File: src/rtl/decode_stage.sv
// RV32I(+M) decode stage: combinational decode into a single ID/EX register,
// valid/ready handshake, load-use bubble insertion, flush and a stall counter.

package decode_pkg;

  typedef enum logic [3:0] {
    ALU_ADD  = 4'd0,  ALU_SUB  = 4'd1,  ALU_XOR  = 4'd2,  ALU_OR   = 4'd3,
    ALU_AND  = 4'd4,  ALU_SLL  = 4'd5,  ALU_SRL  = 4'd6,  ALU_SRA  = 4'd7,
    ALU_SLT  = 4'd8,  ALU_SLTU = 4'd9,  ALU_EQ   = 4'd10, ALU_NE   = 4'd11,
    ALU_LT   = 4'd12, ALU_GE   = 4'd13, ALU_LTU  = 4'd14, ALU_GEU  = 4'd15
  } alu_opcode_e;

  typedef enum logic [1:0] {OP_A_REG = 2'd0, OP_A_PC = 2'd1} op_a_sel_e;
  typedef enum logic [1:0] {OP_B_REG = 2'd0, OP_B_IMM = 2'd1} op_b_sel_e;
  typedef enum logic [1:0] {RF_WP_ALU = 2'd0, RF_WP_LSU = 2'd1, RF_WP_PC4 = 2'd2, RF_WP_MD = 2'd3} rf_wp_sel_e;
  typedef enum logic [1:0] {ALU_RES_ARITH = 2'd0, ALU_RES_SHIFT = 2'd1, ALU_RES_CMP = 2'd2} alu_res_sel_e;
  typedef enum logic [1:0] {CTRL_NONE = 2'd0, CTRL_JAL = 2'd1, CTRL_JALR = 2'd2, CTRL_BRANCH = 2'd3} ctrl_transfer_e;

  localparam logic [6:0] OPC_LUI      = 7'b0110111;
  localparam logic [6:0] OPC_AUIPC    = 7'b0010111;
  localparam logic [6:0] OPC_JAL      = 7'b1101111;
  localparam logic [6:0] OPC_JALR     = 7'b1100111;
  localparam logic [6:0] OPC_BRANCH   = 7'b1100011;
  localparam logic [6:0] OPC_LOAD     = 7'b0000011;
  localparam logic [6:0] OPC_STORE    = 7'b0100011;
  localparam logic [6:0] OPC_OP_IMM   = 7'b0010011;
  localparam logic [6:0] OPC_OP       = 7'b0110011;
  localparam logic [6:0] OPC_MISC_MEM = 7'b0001111;

  typedef struct packed {
    alu_opcode_e    alu_op;
    op_a_sel_e      op_a_sel;
    op_b_sel_e      op_b_sel;
    logic           imm_valid;
    logic [4:0]     rs1;
    logic [4:0]     rs2;
    logic [4:0]     rd;
    logic           rs1_used;
    logic           rs2_used;
    logic           rd_used;
    rf_wp_sel_e     rf_wp_sel;
    alu_res_sel_e   alu_res_sel;
    ctrl_transfer_e ctrl;
    logic           data_req;
    logic           data_we;
    logic           data_sign_ext;
    logic [1:0]     data_type;
    logic           mul_div_req;
    logic [2:0]     mul_div_op;
    logic           invalid;
  } dec_t;

  localparam dec_t DEC_RESET = '{
    alu_op: ALU_ADD, op_a_sel: OP_A_REG, op_b_sel: OP_B_REG, imm_valid: 1'b0,
    rs1: 5'd0, rs2: 5'd0, rd: 5'd0, rs1_used: 1'b0, rs2_used: 1'b0, rd_used: 1'b0,
    rf_wp_sel: RF_WP_ALU, alu_res_sel: ALU_RES_ARITH, ctrl: CTRL_NONE,
    data_req: 1'b0, data_we: 1'b0, data_sign_ext: 1'b0, data_type: 2'b10,
    mul_div_req: 1'b0, mul_div_op: 3'd0, invalid: 1'b0
  };

endpackage

module decode_stage import decode_pkg::*; #(
  parameter int DATA_WIDTH = 32,
  parameter bit RV32M_EN   = 1'b0,
  parameter bit HAZARD_EN  = 1'b1,
  parameter int CNT_WIDTH  = 16
) (
  input  logic                  clk,
  input  logic                  rst_n,
  input  logic [31:0]           instr_i,
  input  logic [DATA_WIDTH-1:0] pc_i,
  input  logic                  instr_valid_i,
  output logic                  id_ready_o,
  input  logic                  flush_i,
  input  logic                  ex_ready_i,
  output logic                  valid_o,
  output logic [DATA_WIDTH-1:0] pc_o,
  output alu_opcode_e           alu_operator_o,
  output op_a_sel_e             alu_op_a_mux_sel_o,
  output op_b_sel_e             alu_op_b_mux_sel_o,
  output logic [DATA_WIDTH-1:0] imm_o,
  output logic                  imm_valid_o,
  output logic [4:0]            rs1_o,
  output logic [4:0]            rs2_o,
  output logic [4:0]            rd_o,
  output logic                  rs1_used_o,
  output logic                  rs2_used_o,
  output logic                  rd_used_o,
  output rf_wp_sel_e            rf_wp_mux_sel_o,
  output alu_res_sel_e          alu_result_mux_sel_o,
  output ctrl_transfer_e        ctrl_transfer_instr_o,
  output logic                  data_req_o,
  output logic                  data_we_o,
  output logic                  data_sign_ext_o,
  output logic [1:0]            data_type_o,
  output logic                  mul_div_req_o,
  output logic [2:0]            mul_div_op_o,
  output logic                  instr_invalid_o,
  output logic                  hazard_stall_o,
  output logic [CNT_WIDTH-1:0]  stall_cnt_o
);

  logic [6:0]  opcode;
  logic [2:0]  funct3;
  logic [6:0]  funct7;
  logic [31:0] imm_i, imm_s, imm_b, imm_u, imm_j, imm32;

  assign opcode = instr_i[6:0];
  assign funct3 = instr_i[14:12];
  assign funct7 = instr_i[31:25];
  assign imm_i  = {{20{instr_i[31]}}, instr_i[31:20]};
  assign imm_s  = {{20{instr_i[31]}}, instr_i[31:25], instr_i[11:7]};
  assign imm_b  = {{19{instr_i[31]}}, instr_i[31], instr_i[7], instr_i[30:25], instr_i[11:8], 1'b0};
  assign imm_u  = {instr_i[31:12], 12'h000};
  assign imm_j  = {{11{instr_i[31]}}, instr_i[31], instr_i[19:12], instr_i[20], instr_i[30:21], 1'b0};

  dec_t                  dec, dec_q;
  logic [DATA_WIDTH-1:0] imm_d, imm_q, pc_q;
  logic                  valid_q, accept;
  logic [CNT_WIDTH-1:0]  stall_cnt_q;

  // NOTE: every field gets its default before the case so no path can infer a latch.
  always_comb begin
    dec     = DEC_RESET;
    imm32   = '0;
    dec.rs1 = instr_i[19:15];
    dec.rs2 = instr_i[24:20];
    dec.rd  = instr_i[11:7];
    unique case (opcode)
      OPC_LUI: begin
        dec.rs1 = 5'd0; dec.op_b_sel = OP_B_IMM; dec.imm_valid = 1'b1; dec.rd_used = 1'b1; imm32 = imm_u;
      end
      OPC_AUIPC: begin
        dec.op_a_sel = OP_A_PC; dec.op_b_sel = OP_B_IMM; dec.imm_valid = 1'b1; dec.rd_used = 1'b1; imm32 = imm_u;
      end
      OPC_JAL: begin
        dec.op_a_sel = OP_A_PC; dec.op_b_sel = OP_B_IMM; dec.imm_valid = 1'b1; dec.rd_used = 1'b1;
        dec.ctrl = CTRL_JAL; dec.rf_wp_sel = RF_WP_PC4; imm32 = imm_j;
      end
      OPC_JALR: begin
        dec.op_b_sel = OP_B_IMM; dec.imm_valid = 1'b1; dec.rs1_used = 1'b1; dec.rd_used = 1'b1;
        dec.ctrl = CTRL_JALR; dec.rf_wp_sel = RF_WP_PC4; imm32 = imm_i; dec.invalid = (funct3 != 3'b000);
      end
      OPC_BRANCH: begin
        dec.imm_valid = 1'b1; dec.rs1_used = 1'b1; dec.rs2_used = 1'b1; dec.ctrl = CTRL_BRANCH; imm32 = imm_b;
        unique case (funct3)
          3'b000:  dec.alu_op = ALU_EQ;
          3'b001:  dec.alu_op = ALU_NE;
          3'b100:  dec.alu_op = ALU_LT;
          3'b101:  dec.alu_op = ALU_GE;
          3'b110:  dec.alu_op = ALU_LTU;
          3'b111:  dec.alu_op = ALU_GEU;
          default: dec.invalid = 1'b1;
        endcase
      end
      OPC_LOAD: begin
        dec.op_b_sel = OP_B_IMM; dec.imm_valid = 1'b1; dec.rs1_used = 1'b1; dec.rd_used = 1'b1;
        dec.data_req = 1'b1; dec.data_sign_ext = ~instr_i[14]; dec.data_type = funct3[1:0];
        dec.rf_wp_sel = RF_WP_LSU; imm32 = imm_i;
        dec.invalid = (funct3 == 3'b011) || (funct3 == 3'b110) || (funct3 == 3'b111);
      end
      OPC_STORE: begin
        dec.op_b_sel = OP_B_IMM; dec.imm_valid = 1'b1; dec.rs1_used = 1'b1; dec.rs2_used = 1'b1;
        dec.data_req = 1'b1; dec.data_we = 1'b1; dec.data_type = funct3[1:0]; imm32 = imm_s;
        dec.invalid = (funct3 > 3'b010);
      end
      OPC_OP_IMM: begin
        dec.op_b_sel = OP_B_IMM; dec.imm_valid = 1'b1; dec.rs1_used = 1'b1; dec.rd_used = 1'b1; imm32 = imm_i;
        unique case (funct3)
          3'b000: dec.alu_op = ALU_ADD;
          3'b010: begin dec.alu_op = ALU_SLT;  dec.alu_res_sel = ALU_RES_CMP; end
          3'b011: begin dec.alu_op = ALU_SLTU; dec.alu_res_sel = ALU_RES_CMP; end
          3'b100: dec.alu_op = ALU_XOR;
          3'b110: dec.alu_op = ALU_OR;
          3'b111: dec.alu_op = ALU_AND;
          3'b001: begin
            dec.alu_op = ALU_SLL; dec.alu_res_sel = ALU_RES_SHIFT; dec.invalid = (funct7 != 7'b0000000);
          end
          3'b101: begin
            dec.alu_op = instr_i[30] ? ALU_SRA : ALU_SRL; dec.alu_res_sel = ALU_RES_SHIFT;
            dec.invalid = (funct7 != 7'b0000000) && (funct7 != 7'b0100000);
          end
          default: dec.invalid = 1'b1;
        endcase
      end
      OPC_OP: begin
        dec.rs1_used = 1'b1; dec.rs2_used = 1'b1; dec.rd_used = 1'b1;
        unique case (funct7)
          7'b0000000: begin
            unique case (funct3)
              3'b000:  dec.alu_op = ALU_ADD;
              3'b001:  begin dec.alu_op = ALU_SLL;  dec.alu_res_sel = ALU_RES_SHIFT; end
              3'b010:  begin dec.alu_op = ALU_SLT;  dec.alu_res_sel = ALU_RES_CMP;   end
              3'b011:  begin dec.alu_op = ALU_SLTU; dec.alu_res_sel = ALU_RES_CMP;   end
              3'b100:  dec.alu_op = ALU_XOR;
              3'b101:  begin dec.alu_op = ALU_SRL;  dec.alu_res_sel = ALU_RES_SHIFT; end
              3'b110:  dec.alu_op = ALU_OR;
              3'b111:  dec.alu_op = ALU_AND;
              default: dec.invalid = 1'b1;
            endcase
          end
          7'b0100000: begin
            unique case (funct3)
              3'b000:  dec.alu_op = ALU_SUB;
              3'b101:  begin dec.alu_op = ALU_SRA; dec.alu_res_sel = ALU_RES_SHIFT; end
              default: dec.invalid = 1'b1;
            endcase
          end
          7'b0000001: begin
            if (RV32M_EN) begin
              dec.mul_div_req = 1'b1; dec.mul_div_op = funct3; dec.rf_wp_sel = RF_WP_MD;
            end else begin
              dec.invalid = 1'b1;
            end
          end
          default: dec.invalid = 1'b1;
        endcase
      end
      OPC_MISC_MEM: ;  // FENCE is a no-op on this in-order pipeline
      // SYSTEM and unknown opcodes take the illegal path so the trap logic downstream handles them.
      default: dec.invalid = 1'b1;
    endcase
    // An illegal instruction must not touch memory, registers or the multiplier.
    if (dec.invalid) begin
      dec.rd_used     = 1'b0;
      dec.data_req    = 1'b0;
      dec.data_we     = 1'b0;
      dec.mul_div_req = 1'b0;
      dec.ctrl        = CTRL_NONE;
    end
  end

  assign imm_d = DATA_WIDTH'($signed(imm32));

  logic load_in_ex, rs_match;
  assign load_in_ex     = valid_q & dec_q.data_req & ~dec_q.data_we & (dec_q.rd != 5'd0);
  assign rs_match       = (dec.rs1_used & (dec.rs1 == dec_q.rd)) | (dec.rs2_used & (dec.rs2 == dec_q.rd));
  assign hazard_stall_o = HAZARD_EN & instr_valid_i & load_in_ex & rs_match;
  assign id_ready_o     = (~valid_q | ex_ready_i) & ~hazard_stall_o & ~flush_i;
  assign accept         = instr_valid_i & id_ready_o;

  // NOTE: sequential state is written with non-blocking assignments only.
  always_ff @(posedge clk or negedge rst_n) begin
    if (!rst_n) begin
      valid_q <= 1'b0;
      dec_q   <= DEC_RESET;
      imm_q   <= '0;
      pc_q    <= '0;
    end else if (flush_i) begin
      valid_q <= 1'b0;
    end else if (accept) begin
      valid_q <= 1'b1;
      dec_q   <= dec;
      imm_q   <= imm_d;
      pc_q    <= pc_i;
    end else if (ex_ready_i) begin
      valid_q <= 1'b0;  // drained, or a load leaving with a bubble behind it
    end
  end

  always_ff @(posedge clk or negedge rst_n) begin
    if (!rst_n) begin
      stall_cnt_q <= '0;
    end else if (hazard_stall_o && !flush_i && (stall_cnt_q != {CNT_WIDTH{1'b1}})) begin
      stall_cnt_q <= stall_cnt_q + 1'b1;
    end
  end

  assign valid_o               = valid_q;
  assign pc_o                  = pc_q;
  assign imm_o                 = imm_q;
  assign alu_operator_o        = dec_q.alu_op;
  assign alu_op_a_mux_sel_o    = dec_q.op_a_sel;
  assign alu_op_b_mux_sel_o    = dec_q.op_b_sel;
  assign imm_valid_o           = dec_q.imm_valid;
  assign rs1_o                 = dec_q.rs1;
  assign rs2_o                 = dec_q.rs2;
  assign rd_o                  = dec_q.rd;
  assign rs1_used_o            = dec_q.rs1_used;
  assign rs2_used_o            = dec_q.rs2_used;
  assign rd_used_o             = dec_q.rd_used;
  assign rf_wp_mux_sel_o       = dec_q.rf_wp_sel;
  assign alu_result_mux_sel_o  = dec_q.alu_res_sel;
  assign ctrl_transfer_instr_o = dec_q.ctrl;
  assign data_req_o            = dec_q.data_req;
  assign data_we_o             = dec_q.data_we;
  assign data_sign_ext_o       = dec_q.data_sign_ext;
  assign data_type_o           = dec_q.data_type;
  assign mul_div_req_o         = dec_q.mul_div_req;
  assign mul_div_op_o          = dec_q.mul_div_op;
  assign instr_invalid_o       = dec_q.invalid;
  assign stall_cnt_o           = stall_cnt_q;

endmodule

File: config.mk
export PLATFORM = sky130hd
export DESIGN_NAME = decode_stage
export DESIGN_NICKNAME = d
export VERILOG_FILES = /design/src/rtl/decode_stage.sv
export SDC_FILE = /design/constraint.sdc
export NUM_CORES = 1
export LEC_CHECK = 0
export CORE_MARGIN = 2
export CORE_UTILIZATION = 45
export CTS_CLUSTER_DIAMETER = 120
export DETAILED_ROUTE_END_ITERATION = 10
export PLACE_DENSITY = 0.78
export SLEW_MARGIN = 20
export SYNTH_ARGS = -nofsm -noshare
export SYNTH_HDL_FRONTEND = slang
export SYNTH_SLANG_ARGS = --single-unit
export TNS_END_PERCENT = 30
File: constraint.sdc
create_clock -name clk -period 3.4 [get_ports clk]
set_clock_uncertainty 0.15 [all_clocks]
set_input_delay 0.34 -clock clk [delete_from_list [all_inputs] [get_ports clk]]
set_output_delay 0.34 -clock clk [all_outputs]
set_load 0.01 [all_outputs]
==> results_dict.tcl <==
set metrics [dict create \
    maxCapViolations 0 \
    p_per_area_mw_per_mm2 515.9 \
    synth_cell_types 62 \
    synthToLayoutAreaGrowth_pct 45.50 \
    synthFlopType "dfrtp_1" \
    worst-path-stages 6 \
    ctsHtreeMaxLevel 4 \
    drt-initial-drc-count 383 \
    floorplan.initialDensity 0.4578 \
    tightest_slew_ps 808.3 \
    peakVddDrop_mv 0.3544 \
    wirelength_mm 17.14 \
    crit_chain "or4_1, o21ai_0, nand4b_1, nand2_1, nor3b_1, clkdlybuf4s50_1" \
    status "complete, no violations" \
    slowest_stage "clkdlybuf4s50_1" \
    clk_pin_slew_ps 50 \
    nNetsFinal 838 \
    ant_nets 0 \
    r2r_slack_ps 640 \
    grt_pass1_wl_mm 27.45 \
    rsz0062_at_grt "false" \
    grt_use_total 0.2458 \
    ys_seq_area_frac 0.4912 \
    dr.pass1.iters 5 \
    overflow 0 \
    fin_cells 951 \
    comb_power_share 0.202 \
    diodes 0 \
    post-dp-hpwl_mm 12.36 \
    io_buffers 188 \
    met1_usage 0.3460 \
    max_slew_margin 0.4611 \
    mostFrequentLayoutCell "clkdlybuf4s50_1" \
    fillCellCount 1015 \
    mostFrequentLayoutCells "187 x clkdlybuf4s50_1, 117 x dfrtp_1, 55 x nor2_1" \
    share_seq_of_total_power 0.369 \
    arrival_ps 2690 \
    grt_max_degree 63 \
    finalSetupViolations 0 \
    crit_fanout 6 \
    gp_congestion 0.8297 \
    vias 5177 \
    synth_seq_cells 118 \
    netlist_area_mm2 0.006015 \
    vias_per_cell 5.444 \
    die_w_um 119.6 \
    drive_gt1_frac 0.1445 \
    r2r_cells 6 \
    core_area_mm2 0.01314 \
    crit_buf_inv 1 \
    antenna_found_initial 0 \
    grt_pass1_vias 5106 \
    drc 0 \
    ios 195 \
    use_met3 0.06511 \
    hold-path-cell-count 2 \
    worstPathRequired_ps 2910 \
    avgSynthCellArea_um2 10.61 \
    finalHoldViolCount 0 \
    max_freq_mhz 314.8 \
    synth-edff-count 0 \
    grt.met2_usage 0.3639 \
    endpoint_kind "output port" \
    post-route-period-util 0.9342 \
    cts_resized 0 \
    cts-root-buf "clkbuf_16" \
    final_max_slew_viol_count 0 \
    die-area_mm2 0.01431 \
    yosys_warnings 0 \
    p_clk_frac 0.428 \
    hold_class "reg2reg" \
    row_count 42 \
    setup_tns_ps 0 \
    critPathTopFamily "simple AND/OR/NAND/NOR gates" \
    clock_sinks 118 \
    die_y_um 119.6 \
    place_inst 919 \
    postCtsSetupBuffers 0 \
    synthCells 567 \
    swShare 0.2489 \
    tritoncts "built" \
    grt_most_used_layer "met2" \
    wl_per_cell_um 18.03 \
    max_stage_delay_ps 580 \
    switchingPower_mw 1.124 \
    p_int_mw 3.391 \
    clockBufferDepth 2 \
    post-route-min-period_ps 3176 \
    leakagePower_nw 3.685 \
    asyncSetResetFlopFracSynth 1.000 \
    clk_latency_ps 420 \
    crit_type "reg2out" \
    cts_buffers 17 \
    worst_setup_path_start_kind "flop" \
]
## path summary, 6_finish.rpt
| kind | start | endpoint |
|---|---|---|
| setup / recovery | rd_o[1] | id_ready_o |
| hold / removal | rf_wp_mux_sel_o[0] | rf_wp_mux_sel_o[0] |
| setup reg to reg | rd_o[1] | rs2_o[0] |
| hold reg to reg | rf_wp_mux_sel_o[0] | rf_wp_mux_sel_o[0] |
| max in group asynchronous | rst_n | data_type_o[1] |
| min in group asynchronous | rst_n | rf_wp_mux_sel_o[1] |
## metrics by stage
stage / total power, mW / area [um^2] / util / worst slack [ps] / hold slack [ps]
after floorplan: 2.076 / 6033 / - / 926.4 / -105.6
after global placement: 2.574 / 8109 / 0.6172 / 274.8 / 307.7
after detailed placement: 2.601 / 8109 / 0.6172 / 251.6 / 331.0
after CTS: 4.538 / 8751 / 0.6661 / 176.8 / 346.2
after global routing: 4.682 / 8751 / 0.6661 / 38.69 / 363.9
final: 4.514 / 8751 / 0.6661 / 223.6 / 345.0
## cell type report
class	instances	area (um^2)	share of cell area
timing repair buffer	211	2105	0.2405
clock buffer	23	488.0	0.05576
clock inverter	8	143.9	0.01644
inverter	24	90.09	0.01029
tap	176	220.2	0.02516
sequential	118	2954	0.3376
multi-input combinational	391	2750	0.3143
## state kept, by name, summed over array words and instances (netlist names), 2 cells and up
| register | count |
|---|---|
| pc_o | 32 |
| imm_o | 32 |
| rs1_o | 5 |
| rs2_o | 5 |
| alu_operator_o | 4 |
| alu_result_mux_sel_o | 2 |
| stall_cnt_o | 16 |
| ctrl_transfer_instr_o | 2 |
| data_type_o | 2 |
| rd_o | 5 |
| rf_wp_mux_sel_o | 2 |
## synth_stat cells (4+ instances only)
cell type | instances | area share
a21oi_1 | 36 | 0.030
a22oi_1 | 5 | 0.0062
a31oi_1 | 21 | 0.022
and2_1 | 4 | 0.0042
and3_1 | 9 | 0.0094
buf_2 | 6 | 0.0050
buf_4 | 6 | 0.0075
buf_6 | 9 | 0.017
clkbuf_1 | 15 | 0.0094
dfrtp_1 | 117 | 0.49
ha_1 | 6 | 0.012
inv_1 | 23 | 0.014
mux2_2 | 9 | 0.017
mux2_4 | 43 | 0.11
nand2_1 | 35 | 0.022
nand2b_1 | 10 | 0.010
nand3_1 | 30 | 0.025
nand4_1 | 14 | 0.015
nor2_1 | 55 | 0.034
nor2b_1 | 8 | 0.0083
o21ai_0 | 24 | 0.020
xnor2_1 | 18 | 0.026
xor2_1 | 4 | 0.0058
## cell families (layout without fill, tap and decap cells)
logic type                 after synthesis  count (layout)  synth area share
muxes                                   52              52            0.1242
and+or+nand+nor                        193             193            0.1652
AOI/OAI and AO/OA                      112             112            0.1188
other                                    1               6         0.0006235
DFF                                    118             118            0.4912
xor gates and xnor gates                22              22           0.03204
buffers and inverters                   63             266           0.05554
adders and majority gates                6               6           0.01248
## worst reg2reg max path: cells and delay by family (launching register included)
family                 cells  cell delay, ps
AO/OA/AOI/OAI              1             200
flip-flops                 1             440
buffers and inverters      1             310
multiplexers               1             370
AND/OR/NAND/NOR            3            1180
## what timing repair did
item                                    CTS  global route
endpoints found under the setup margin    0             0
hold buffers                              1             0
endpoints found under the hold margin    61             0
## per-layer routing
layer	share of wire	vias to the layer above	wire length (um)
met4	0.022	0	371
li1	-	2393	-
met2	0.45	261	7758
met5	0	-	0
met1	0.45	2492	7691
met3	0.077	31	1323
## power groups by stage
stage / clock network (mW) / registers, mW / logic, mW
after floorplan: 0 / 1.74 / 0.336
after global placement: 0 / 1.68 / 0.892
after detailed placement: 0 / 1.69 / 0.911
after CTS: 1.95 / 1.67 / 0.919
after global routing: 2.02 / 1.69 / 0.979
final: 1.93 / 1.67 / 0.913
Power figures use the tool's default switching activity.
